$ cat src/rtl/reservation_station_pkg.sv
// Shared sizes, opcode encodings, entry layout and the CDB snoop helper
// used by the ALU reservation station.
package reservation_station_pkg;

  localparam int RS_SIZE = 8;
  localparam int TAG_W   = 4;
  localparam int OP_W    = 6;
  localparam int IDX_W   = $clog2(RS_SIZE);

  localparam logic [TAG_W-1:0] NO_TAG = '0;

  typedef enum logic [OP_W-1:0] {
    OP_ADD   = 6'd0,
    OP_SUB   = 6'd1,
    OP_AND   = 6'd2,
    OP_OR    = 6'd3,
    OP_XOR   = 6'd4,
    OP_SLL   = 6'd5,
    OP_SRL   = 6'd6,
    OP_SRA   = 6'd7,
    OP_SLT   = 6'd8,
    OP_SLTU  = 6'd9,
    OP_LUI   = 6'd10,
    OP_AUIPC = 6'd11,
    OP_JAL   = 6'd12,
    OP_JALR  = 6'd13,
    OP_BEQ   = 6'd14,
    OP_BNE   = 6'd15
  } aluOp_e;

  typedef struct packed {
    logic [TAG_W-1:0] q;
    logic [31:0]      v;
  } operand_t;

  typedef struct packed {
    logic             busy;
    logic [OP_W-1:0]  op;
    operand_t         j;
    operand_t         k;
    logic [31:0]      imm;
    logic [31:0]      pc;
    logic [TAG_W-1:0] tag;
  } rsEntry_t;

  // A pending operand takes the value of a matching CDB; the ALU CDB wins a tie.
  function automatic operand_t snoop(
    input operand_t         cur,
    input logic             aluValid,
    input logic [TAG_W-1:0] aluTag,
    input logic [31:0]      aluValue,
    input logic             lsbValid,
    input logic [TAG_W-1:0] lsbTag,
    input logic [31:0]      lsbValue
  );
    operand_t res;
    res = cur;
    if (cur.q != NO_TAG) begin
      if (aluValid && (aluTag == cur.q)) begin
        res.q = NO_TAG;
        res.v = aluValue;
      end else if (lsbValid && (lsbTag == cur.q)) begin
        res.q = NO_TAG;
        res.v = lsbValue;
      end
    end
    return res;
  endfunction

endpackage

$ cat src/rtl/reservation_station_select.sv
// Lowest-index priority encoder: reports whether any request is set and
// the index of the lowest one.
module rs_select #(
  parameter int N     = 8,
  parameter int IDX_W = (N > 1) ? $clog2(N) : 1
) (
  input  logic [N-1:0]     i_req,
  output logic             o_found,
  output logic [IDX_W-1:0] o_idx
);

  // Scanning downward lets the lowest set index overwrite the higher ones.
  always_comb begin
    o_found = |i_req;
    o_idx   = '0;
    for (int i = N - 1; i >= 0; i--) begin
      if (i_req[i]) o_idx = IDX_W'(i);
    end
  end

endmodule

$ cat src/rtl/reservation_station.sv
// ALU reservation station: buffers dispatched instructions, snoops both CDBs
// for missing operands and issues the lowest-index ready entry each cycle.
module reservation_station
  import reservation_station_pkg::*;
(
  input  logic             clk_in,
  input  logic             rst_in,
  input  logic             rdy_in,
  input  logic             clear_in,
  input  logic             dsp_valid,
  input  logic [OP_W-1:0]  dsp_op,
  input  logic [TAG_W-1:0] dsp_tag,
  input  logic [31:0]      dsp_vj,
  input  logic [31:0]      dsp_vk,
  input  logic [TAG_W-1:0] dsp_qj,
  input  logic [TAG_W-1:0] dsp_qk,
  input  logic [31:0]      dsp_imm,
  input  logic [31:0]      dsp_pc,
  output logic             rs_full,
  input  logic             cdb_alu_valid,
  input  logic [TAG_W-1:0] cdb_alu_tag,
  input  logic [31:0]      cdb_alu_value,
  input  logic             cdb_lsb_valid,
  input  logic [TAG_W-1:0] cdb_lsb_tag,
  input  logic [31:0]      cdb_lsb_value,
  output logic             alu_valid,
  output logic [OP_W-1:0]  alu_op,
  output logic [31:0]      alu_a,
  output logic [31:0]      alu_b,
  output logic [31:0]      alu_imm,
  output logic [31:0]      alu_pc,
  output logic [TAG_W-1:0] alu_tag
);

  rsEntry_t r_ent [RS_SIZE];

  logic             r_alu_valid;
  logic [OP_W-1:0]  r_alu_op;
  logic [31:0]      r_alu_a;
  logic [31:0]      r_alu_b;
  logic [31:0]      r_alu_imm;
  logic [31:0]      r_alu_pc;
  logic [TAG_W-1:0] r_alu_tag;

  logic [RS_SIZE-1:0] w_busyVec;
  logic [RS_SIZE-1:0] w_readyVec;
  logic               w_freeFound;
  logic [IDX_W-1:0]   w_freeIdx;
  logic               w_readyFound;
  logic [IDX_W-1:0]   w_readyIdx;
  operand_t           w_dspJ;
  operand_t           w_dspK;

  // Readiness looks only at registered state, so a freshly written entry waits a cycle.
  always_comb begin
    for (int i = 0; i < RS_SIZE; i++) begin
      w_busyVec[i]  = r_ent[i].busy;
      w_readyVec[i] = r_ent[i].busy && (r_ent[i].j.q == NO_TAG) && (r_ent[i].k.q == NO_TAG);
    end
  end

  assign rs_full = &w_busyVec;

  rs_select #(.N(RS_SIZE), .IDX_W(IDX_W)) u_freeSel (
    .i_req   (~w_busyVec),
    .o_found (w_freeFound),
    .o_idx   (w_freeIdx)
  );

  rs_select #(.N(RS_SIZE), .IDX_W(IDX_W)) u_readySel (
    .i_req   (w_readyVec),
    .o_found (w_readyFound),
    .o_idx   (w_readyIdx)
  );

  always_comb begin
    w_dspJ = snoop('{q: dsp_qj, v: dsp_vj}, cdb_alu_valid, cdb_alu_tag, cdb_alu_value,
                   cdb_lsb_valid, cdb_lsb_tag, cdb_lsb_value);
    w_dspK = snoop('{q: dsp_qk, v: dsp_vk}, cdb_alu_valid, cdb_alu_tag, cdb_alu_value,
                   cdb_lsb_valid, cdb_lsb_tag, cdb_lsb_value);
  end

  always_ff @(posedge clk_in) begin
    if (rst_in) begin
      for (int i = 0; i < RS_SIZE; i++) r_ent[i] <= '0;
      r_alu_valid <= 1'b0;
      r_alu_op    <= '0;
      r_alu_a     <= '0;
      r_alu_b     <= '0;
      r_alu_imm   <= '0;
      r_alu_pc    <= '0;
      r_alu_tag   <= '0;
    end else if (!rdy_in) begin
      r_alu_valid <= 1'b0;
    end else if (clear_in) begin
      for (int i = 0; i < RS_SIZE; i++) r_ent[i].busy <= 1'b0;
      r_alu_valid <= 1'b0;
      r_alu_op    <= '0;
      r_alu_a     <= '0;
      r_alu_b     <= '0;
      r_alu_imm   <= '0;
      r_alu_pc    <= '0;
      r_alu_tag   <= '0;
    end else begin
      for (int i = 0; i < RS_SIZE; i++) begin
        if (r_ent[i].busy) begin
          r_ent[i].j <= snoop(r_ent[i].j, cdb_alu_valid, cdb_alu_tag, cdb_alu_value,
                              cdb_lsb_valid, cdb_lsb_tag, cdb_lsb_value);
          r_ent[i].k <= snoop(r_ent[i].k, cdb_alu_valid, cdb_alu_tag, cdb_alu_value,
                              cdb_lsb_valid, cdb_lsb_tag, cdb_lsb_value);
        end
      end
      r_alu_valid <= w_readyFound;
      if (w_readyFound) begin
        r_alu_op                <= r_ent[w_readyIdx].op;
        r_alu_a                 <= r_ent[w_readyIdx].j.v;
        r_alu_b                 <= r_ent[w_readyIdx].k.v;
        r_alu_imm               <= r_ent[w_readyIdx].imm;
        r_alu_pc                <= r_ent[w_readyIdx].pc;
        r_alu_tag               <= r_ent[w_readyIdx].tag;
        r_ent[w_readyIdx].busy  <= 1'b0;
      end
      // The free slot is never busy, so it cannot collide with the issued or captured entries.
      if (dsp_valid && w_freeFound) begin
        r_ent[w_freeIdx] <= '{busy: 1'b1, op: dsp_op, j: w_dspJ, k: w_dspK,
                              imm: dsp_imm, pc: dsp_pc, tag: dsp_tag};
      end
    end
  end

  assign alu_valid = r_alu_valid;
  assign alu_op    = r_alu_op;
  assign alu_a     = r_alu_a;
  assign alu_b     = r_alu_b;
  assign alu_imm   = r_alu_imm;
  assign alu_pc    = r_alu_pc;
  assign alu_tag   = r_alu_tag;

endmodule

$ cat config.mk
export PLATFORM = sky130hd
export DESIGN_NAME = reservation_station
export DESIGN_NICKNAME = d
export VERILOG_FILES = /design/src/rtl/reservation_station_pkg.sv /design/src/rtl/reservation_station_select.sv /design/src/rtl/reservation_station.sv
export SDC_FILE = /design/constraint.sdc
export NUM_CORES = 2
export LEC_CHECK = 0
export ABC_AREA = 1
export CAP_MARGIN = 5
export CORE_AREA = 5 5 424 426
export CTS_BUF_LIST = sky130_fd_sc_hd__clkbuf_4 sky130_fd_sc_hd__clkbuf_8
export CTS_CLUSTER_SIZE = 16
export DETAILED_ROUTE_END_ITERATION = 7
export DIE_AREA = 0 0 429 431
export SETUP_SLACK_MARGIN = 0.1
export SYNTH_ARGS = -nofsm -noshare
export SYNTH_HDL_FRONTEND = slang
export SYNTH_SLANG_ARGS = --single-unit
$ cat constraint.sdc
create_clock -name clk_in -period 6.15 [get_ports clk_in]
set_clock_uncertainty 0.15 [all_clocks]
set_input_delay 1.845 -clock clk_in [delete_from_list [all_inputs] [get_ports clk_in]]
set_output_delay 1.845 -clock clk_in [all_outputs]
set_load 0.02 [all_outputs]
==> run summary <==
Status: finished, final reports clean
Pwr dens: 251 nW/um^2
Mux cell area share after synthesis: 0%
Slowest CP cell: clkdlybuf4s50_1
Net load switching power: 5060 uW
TritonCTS clock tree: built
Simple-gate share of the synthesized area: 22.8%
Fmax: 206 MHz
P&R area growth vs syn: 14.6%
1st-pass router iterations: 6
Share of layout cells above drive strength 1: 10.0%
Period minus WS final: 4860 ps
Leak Pwr: 0.0310 uW
Fin. max-slew vios: 0
Post-cts hold buffer count: 0
Post-route ant nets: 0
Post-CTS Setup Bufs: 0
Nets: 8076
Post-synthesis xor/xnor area fraction: 0.314%
Wirelength, routed: 282 mm
Die Area: 185000 um^2
Clk buf depth: 3
Worst Path Required: 4160 ps
Final setup margin: 1290 ps
Ports: 365
Max VDD drop: 0.000195 V
Post-synthesis adder-cell area fraction: 0%
All-Layer GR Usage: 29.2%
Post-synth cell types: 50
Compound-Gate Fraction of Synth Area: 14.5%
Largest net degree at the start of global routing: 160
CP max stage delay: 710 ps
Synthesized area per cell: 8.91 um^2
Initial antenna violation count: 19
Critical Path AT: 2870 ps
Via density: 5.95
Final Hold Vio Count: 0
Core area: 175000 um^2
Initial DRC count: 8283
FP Rows: 154
Clock power frac: 42.1%
Slew HR: 18.7%
Int Pwr: 15000 uW
Worst slack, placed: 750 ps
Clk_lat worst skew: 970 ps
Synth top area cells: edfxtp_1, nand2_1, nor2_1, o211ai_1, dfxtp_1
Setup TNS: 0 ps
# setup viols final: 0
IO Port Bufs: 364
Worst-margin pin slew: 1220 ps
Fin crit share: 79.1%
Die Width: 429 um
GPL Wtd Cong: 0.894
Switching Fraction: 25.3%
Post-Syn Instances: 7816
Die height: 431 um
Vias in the first global route: 59700
Post-synth EDFFs: 1168
CTS H-Tree Depth: 4
Clock root cell: clkbuf_8
Critical path class: register to output port
Worst setup SP type: register
Num CTS Buffers: 227
DRC: 0
CP cell instances: nand2_1 -> nor2_1 -> inv_1 -> nor4_2 -> clkdlybuf4s50_1
Top_reg_cell synth: edfxtp_1
Worst-path clk slew: 60 ps
First-pass GRT wire length: 404 mm
Top-area cell type share of the netlist area: 50.4%
Post_cts resized: 0
YS warnings: 0
Synth area leader: edfxtp_1
DP HPWL: 155 mm
Worst Hold Class: register to register
DR WL/cell: 27.1 um
# Max-Cap Violations: 0
Setup crit end kind: output port
Power share of the combinational group: 7.7%
Largest family of logic cells by synthesized area: simple AND/OR/NAND/NOR gates
GRT overflow: 0
Initial core utilization: 39.7%
Mapped cell area: 69600 um^2
RSZ-0062 raised after global routing: false
Seq/Total Area, Yosys: 54.6%
Async SR Flop Fraction: 0%
Seq pwr share: 50.2%
FF+latch count, synth: 1315
Syn_nets: 8041
Clk sink count: 1315
Peak fanout along the critical path: 5
DR vias: 61900
==> kinds of logic (layout without fill, tap and decap cells) <==
logic type | after synthesis | count (layout)
and+or+nand+nor | 3503 | 3503
AOI/OAI and AO/OA | 1703 | 1703
DFF | 1315 | 1315
buffers and inverters | 1270 | 1505
xor gates and xnor gates | 25 | 25
other | 0 | 15
==> cells in the final DEF, fill, tap and decap left out, types with 14 or more instances in the layout <==
| master | synthesis | final |
|---|---|---|
| o21ai_0 | 502 | 496 |
| clkbuf_8 | 0 | 255 |
| o21ai_2 | 31 | 30 |
| a21oi_1 | 255 | 255 |
| or2_2 | 82 | 82 |
| nand2_1 | 1305 | 1296 |
| clkdlybuf4s50_1 | 0 | 363 |
| inv_2 | 43 | 31 |
| nand3b_1 | 337 | 337 |
| nand4_1 | 145 | 145 |
| clkbuf_4 | 0 | 99 |
| diode_2 | 0 | 15 |
| buf_4 | 35 | 99 |
| dfxtp_1 | 147 | 147 |
| edfxtp_1 | 1168 | 1168 |
| o21ai_1 | 280 | 280 |
| inv_1 | 519 | 514 |
| nand3_1 | 349 | 347 |
| a211oi_1 | 17 | 17 |
| clkinv_2 | 0 | 29 |
| o22ai_1 | 181 | 181 |
| or2_1 | 33 | 33 |
| buf_12 | 0 | 51 |
| xnor2_1 | 14 | 14 |
| nand2_2 | 37 | 39 |
| or2_0 | 28 | 28 |
| clkinv_1 | 0 | 35 |
| o211ai_1 | 397 | 397 |
| nor2_1 | 1154 | 1150 |
==> per-stage QoR <==
step / instance area, um^2 / hold slack (ps) / util, % / std cells / total power (uW)
CTS: 79800 / 319 / 45.5 / 10400 / 20100
floorplan: 69700 / 324 / - / 7816 / 11000
global route: 79800 / 335 / 45.5 / 10400 / 20600
detailed placement: 75000 / 309 / 42.8 / 9962 / 11700
global placement: 75000 / 304 / 42.8 / 9962 / 11700
finish: 79800 / 316 / 45.5 / 10400 / 20000
==> final timing paths <==
check                                 end  slack (ps)                   startpoint  cells after the start
hold reg to reg     alu_b[0]$_SDFFE_PP0P_         320        alu_b[0]$_SDFFE_PP0P_                      2
setup / recovery                  rs_full        1290   r_ent[1][146]$_SDFFE_PP1P_                      5
hold / removal      alu_b[0]$_SDFFE_PP0P_         320        alu_b[0]$_SDFFE_PP0P_                      2
setup reg to reg  alu_pc[26]$_SDFFE_PP0P_        1800  r_ent[7][136]$_SDFFCE_PN0P_                     16
==> cells in the mapped netlist (82+ instances only) <==
library cell,instances
nand2_1,1305
clkbuf_1,298
o22ai_1,181
inv_1,519
buf_2,303
or2_2,82
o211ai_1,397
dfxtp_1,147
o21ai_0,502
nand4_1,145
a21oi_1,255
o21ai_1,280
nor2_1,1154
edfxtp_1,1168
nand3b_1,337
nand3_1,349
==> flip-flops by register name, summed over array words and instances, names as in the netlist <==
name and count:
alu_b 32, alu_pc 32, r_ent 1176, alu_a 32, alu_op 6, alu_valid 1
alu_tag 4, alu_imm 32
==> final cells by class <==
cell class,count,area [um^2]
multi-input cells,5231,26500
well taps,2340,2930
flip-flops and latches,1315,38000
clock inverters,75,534
diodes,15,37.5
repair buffers,513,5400
clock buffers,354,4250
fillers,16800,95500
inverters,563,2170
==> worst max-delay path, delay by kind of cell, from the launching register on <==
family | cells | cell delay (ps)
buffers and inverters | 2 | 770
and+or+nand+nor | 3 | 650
DFF | 1 | 490
==> power by group through the flow <==
stage	Sequential (uW)	Combinational, uW	Clock (uW)
final	10100	1530	8440
after global routing	10100	1610	8940
after CTS	10000	1500	8520
after detailed placement	10200	1500	0
after global placement	10200	1480	0
after floorplan	10200	795	0
==> routing by layer <==
metal,GRT usage [%],vias up,wire length [um]
met4,16.8,6,18300
met5,0,-,46
li1,-,27200,-
met1,36.0,29600,103000
met2,47.9,4150,130000
met3,5.83,984,29800
Note: power is estimated with default switching activity, not from simulation.
